<file path="config.mk">
export PLATFORM = sky130hd
export DESIGN_NAME = hazard_stall_ctrl
export DESIGN_NICKNAME = d
export VERILOG_FILES = /design/src/rtl/hazard_stall_ctrl.sv
export SDC_FILE = /design/constraint.sdc
export NUM_CORES = 1
export LEC_CHECK = 0
export ABC_AREA = 1
export BUFFER_PORTS_ARGS = -buffer_cell sky130_fd_sc_hd__buf_4
export CAP_MARGIN = 40
export CORE_AREA = 2 2 74 76
export CTS_CLUSTER_SIZE = 10
export DETAILED_ROUTE_END_ITERATION = 12
export DIE_AREA = 0 0 76 78
export PLACE_DENSITY = 0.6
export SLEW_MARGIN = 10
export SYNTH_ARGS = -nofsm -noshare
export SYNTH_HDL_FRONTEND = slang
export SYNTH_SLANG_ARGS = --single-unit
</file>
<file path="constraint.sdc">
create_clock -name Clk -period 1.5 [get_ports Clk]
set_input_delay 0.225 -clock Clk [delete_from_list [all_inputs] [get_ports Clk]]
set_output_delay 0.225 -clock Clk [all_outputs]
set_load 0.005 [all_outputs]
</file>
<file path="src/rtl/hazard_stall_ctrl.sv">
`default_nettype none
// ============================================================================
// hazard_stall_ctrl : ID-stage load-use / branch-operand hazard detection with
//                     multi-cycle load stall sequencing and stall counter
// Revision 1.0
// ============================================================================
module hazard_stall_ctrl #(
  parameter int REG_ADDR_W   = 5,
  parameter int LOAD_STALL   = 1,
  parameter int BRANCH_IN_ID = 1,
  parameter int CNT_W        = 16
) (
  input  logic                  Clk,
  input  logic                  Rst_n,
  input  logic                  ID_Valid,
  input  logic [REG_ADDR_W-1:0] ID_Rs,
  input  logic [REG_ADDR_W-1:0] ID_Rt,
  input  logic                  ID_UsesRs,
  input  logic                  ID_UsesRt,
  input  logic                  ID_IsBranch,
  input  logic                  EX_RegWrite,
  input  logic                  EX_MemRead,
  input  logic [REG_ADDR_W-1:0] EX_WriteReg,
  input  logic                  MEM_MemRead,
  input  logic [REG_ADDR_W-1:0] MEM_WriteReg,
  input  logic                  Flush,
  input  logic                  CntClr,
  output logic                  Stall,
  output logic                  Bubble,
  output logic [CNT_W-1:0]      StallCycles
);

  localparam bit       MULTI_STALL = (LOAD_STALL > 1);
  localparam bit       BR_EN       = (BRANCH_IN_ID != 0);
  localparam logic [3:0] HOLD_INIT = 4'(LOAD_STALL - 1);

  typedef enum logic [0:0] {
    IDLE = 1'b0,
    HOLD = 1'b1
  } state_t;

  state_t           state_q, state_d;
  logic [3:0]       rem_q, rem_d;
  logic [CNT_W-1:0] cnt_q, cnt_d;
  logic             ex_match, mem_match, load_use, branch_haz, stall_w;

  // Register 0 is hard-wired zero, so a write to it can never create a dependency.
  assign ex_match  = ID_Valid && (EX_WriteReg != '0) &&
                     ((ID_UsesRs && (EX_WriteReg == ID_Rs)) || (ID_UsesRt && (EX_WriteReg == ID_Rt)));
  assign mem_match = ID_Valid && (MEM_WriteReg != '0) &&
                     ((ID_UsesRs && (MEM_WriteReg == ID_Rs)) || (ID_UsesRt && (MEM_WriteReg == ID_Rt)));

  assign load_use   = EX_MemRead && ex_match;
  assign branch_haz = BR_EN && ID_IsBranch &&
                      ((EX_RegWrite && ex_match) || (MEM_MemRead && mem_match));

  always_comb begin
    state_d = state_q;
    rem_d   = rem_q;
    stall_w = 1'b0;
    if (Flush) begin
      state_d = IDLE;
      rem_d   = 4'd0;
    end else if (state_q == HOLD) begin
      stall_w = 1'b1;
      rem_d   = rem_q - 4'd1;
      if (rem_q == 4'd1) begin
        state_d = IDLE;
      end
    end else begin
      stall_w = load_use || branch_haz;
      rem_d   = 4'd0;
      if (load_use && MULTI_STALL) begin
        state_d = HOLD;
        rem_d   = HOLD_INIT;
      end
    end
  end

  assign Stall  = Rst_n && stall_w;
  assign Bubble = Stall;

  always_comb begin
    cnt_d = cnt_q;
    if (CntClr) begin
      cnt_d = '0;
    end else if (Stall && (cnt_q != '1)) begin
      cnt_d = cnt_q + CNT_W'(1);
    end
  end

  always_ff @(posedge Clk or negedge Rst_n) begin
    if (!Rst_n) begin
      state_q <= IDLE;
      rem_q   <= 4'd0;
      cnt_q   <= '0;
    end else begin
      state_q <= state_d;
      rem_q   <= rem_d;
      cnt_q   <= cnt_d;
    end
  end

  assign StallCycles = cnt_q;

endmodule
`default_nettype wire

</file>
==> results.cfg <==
[clock_network]
htreeDepth = 1
cts_tree = done
root_buffer = clkbuf_8
cts_buffers = 3
cts.sinks = 21
cts.path.max_buffers = 2
insertion_delay_ns = 0.27
clkTransAtPathRegs_ns = 0.08

[pwr]
power_frac_comb_pct = 23.1
p_leak_nw = 1.40
p_seq_share_pct = 45.8
powerDensity_nw_per_um2 = 511
clkPwrFrac_pct = 31.2
p_sw_share_pct = 28.8
internal-power_w = 0.000904
power_switching_w = 0.000367
ir_worst_vdd_uv = 363

[placed_design]
port_buffers = 48
dp_hpwl_um = 3670
place_area_um2 = 2350
gp_congestion = 0.791
preCtsSetupSlack_ns = -0.0534

[critical_path]
worstSetupPathType = register to register
worstSetupStartpointType = register
crit_arrival_ns = 1.66
cpMostUsedCell = nand4_4
crit_path_end_kind = register
worst_path_largest_cell_delay_ns = 0.36
path_max_fanout = 6
reg2reg_slack_ns = 0.05
cp_cell_sequence = ha_2 -> nand4_4 -> nor2_4 -> nand4_4 -> nand3_4 -> buf_4 -> nand3_1 -> nand2_1
timing.rr.start = StallCycles[1]$_DFFE_PN0P_
cpMaxStageDelayCell = dfrtp_1
worstSetupStartpoint = StallCycles[1]$_DFFE_PN0P_
required_ns = 1.71

[synth]
synth_seq_area_share_pct = 29.9
synth-simple-area-share_pct = 49.7
synth_top_family_by_area = simple AND/OR/NAND/NOR gates
avgSynthCellArea_um2 = 6.24
synthFlopType = dfrtp_1
synth_cell_type_count = 32
synth_area_leader_cell = dfrtp_1
synth_nets = 316
yosys.area.top_type_share_pct = 29.9
synth_fa_ha_area_share_pct = 2.13
ys_warn_count = 0
synth-seq-cells = 21
synth_compound_area_share_pct = 3.98
synth_area_um2 = 1760
yosys.cell_count.top_type = nand2_1
synth-xor-area-share_pct = 3.48
synthTopCellsByArea = dfrtp_1 30%, nand2_1 22%, nor2_1 8.5%
synth_edf_count = 0
syn_inst = 282
synth_commonest_cells = 102 x nand2_1, 40 x nor2_1, 38 x inv_1
muxShareOfSynthArea_pct = 0
synthArstFlopShare_pct = 100

[floorplan]
die_y_um = 78
die_area_um2 = 5930
die_width_um = 76
core_area_um2 = 5040
initial_core_util_pct = 34.9
rows = 26
io_pins = 49

[timing]
relSlewSlack_pct = 80.7
skew_ns = 0.00360
fin_ws_ns = 0.0518
rsz0062_at_grt = true
worstMarginPinSlew_ns = 0.289
hold_violations = 0
finalMaxSlewViolations = 0
fin_tns_setup_ns = 0
fmax_mhz = 691
period_share_pct = 96.5
setup_violations = 0
min_period_ns = 1.45

[finish]
multi_input_area_um2 = 1090
drive_gt1_share_pct = 28.3
nets = 392
fillers = 519
antenna_cells = 0
seq_area_um2 = 527
utilization_pct = 49.4
stdcell_area_um2 = 2490
syn_to_final_growth_pct = 41.4

[detailed_routing]
viasPerCell = 4.54
wire_per_inst_um = 11.0
drc = 0
vias = 1939
drt-total-wl_um = 4710
drtAntennaViolNets = 0
drt_iter0_drc = 105
drt_pass1_iterations = 5

[global_routing]
grt_max_degree = 22
antenna_found_initial = 0
grt_overflow_total = 0
grt_pass1_vias = 1813
grt_pass1_wl_um = 8020
grt_use_total_pct = 16.3

[job]
cap_violations = 0

[min_path]
hp-class = input pin to register
hp-start = Flush

[outcome]
status = complete, no violations
[worst max-delay path: cells and delay by family (launching register included)]
kind                     cells  cell delay (ns)
adder cells (fa/ha/maj)      1             0.23
flip-flops                   1             0.36
AND/OR/NAND/NOR              6             0.64
buffers and inverters        1             0.16
[through the flow]
| stage | hold slack, ns | cells | power, W |
|---|---|---|---|
| floorplan | -0.0706 | 282 | 0.000724 |
| global placement | 0.224 | 418 | 0.000878 |
| detailed placement | 0.227 | 418 | 0.000879 |
| CTS | 0.260 | 426 | 0.00127 |
| global route | 0.272 | 427 | 0.00134 |
| finish | 0.262 | 427 | 0.00127 |
[cells in the final DEF, fill, tap and decap left out, drive strengths merged]
master,instances
dfrtp,21
nand4,4
nand2,104
a21oi,2
o21ai,4
clkinv,1
nor3b,2
inv,38
or2,1
ha,3
clkbuf,4
xor2,5
xnor2,2
nor4,3
and3,1
a31oi,4
nor2,43
buf,77
o21bai,1
o21a,1
nand3,28
dlygate4sd3,1
nor3,7
[flip-flops by register name, summed over array words and instances (netlist names)]
| register | count |
|---|---|
| rem_q | 4 |
| StallCycles | 16 |
| state_q | 1 |
[logic make-up (layout without fill, tap and decap cells)]
kind of cell | count (synthesis) | after routing
buffers and inverters | 46 | 121
XOR/XNOR | 7 | 7
adder cells (fa/ha/maj) | 3 | 3
AND/OR/NAND/NOR | 193 | 193
flip-flops | 21 | 21
AO/OA/AOI/OAI | 12 | 12
[path summary, 6_finish.rpt]
check	end	cells past startpoint
worst min-delay path	rem_q[1]$_DFF_PN0_	3
worst max-delay path	StallCycles[8]$_DFFE_PN0P_	8
worst max register to register	StallCycles[8]$_DFFE_PN0P_	8
worst min register to register	rem_q[0]$_DFF_PN0_	1
min in group asynchronous	StallCycles[14]$_DFFE_PN0P_	3
max in group asynchronous	StallCycles[5]$_DFFE_PN0P_	3
[power by group through the flow]
stage,registers (W),clock network (W),logic [W]
after floorplan,0.000599,0,0.000124
after global placement,0.000593,0,0.000285
after detailed placement,0.000594,0,0.000285
after CTS,0.000582,0.000403,0.000290
after global routing,0.000584,0.000425,0.000334
final,0.000582,0.000396,0.000293
[layout make-up]
type | instances | share of cell area, %
clock buffer | 4 | 1.81
timing repair buffer | 78 | 23.8
sequential | 21 | 21.2
multi-input combinational | 215 | 43.8
inverter | 39 | 5.88
tap | 70 | 3.52
[metal layers]
| metal | vias to the layer above | wire [um] | track usage [%] |
|---|---|---|---|
| met2 | 46 | 2130 | 27.5 |
| met4 | 0 | 13 | 2.91 |
| met5 | - | 0 | 0 |
| met1 | 859 | 2260 | 21.6 |
| met3 | 2 | 303 | 3.84 |
| li1 | 1032 | - | - |
[timing repair]
action                                 in CTS  in global routing
endpoints found under the hold margin      21                  0
pin swaps                                   0                  3
cloned                                      0                  0
hold buffers                                1                  0
resized for setup                           0                 13
setup buffers                               3                  1
setup endpoints to repair                  16                 18
No activity file was read; power rests on OpenSTA's default activity.
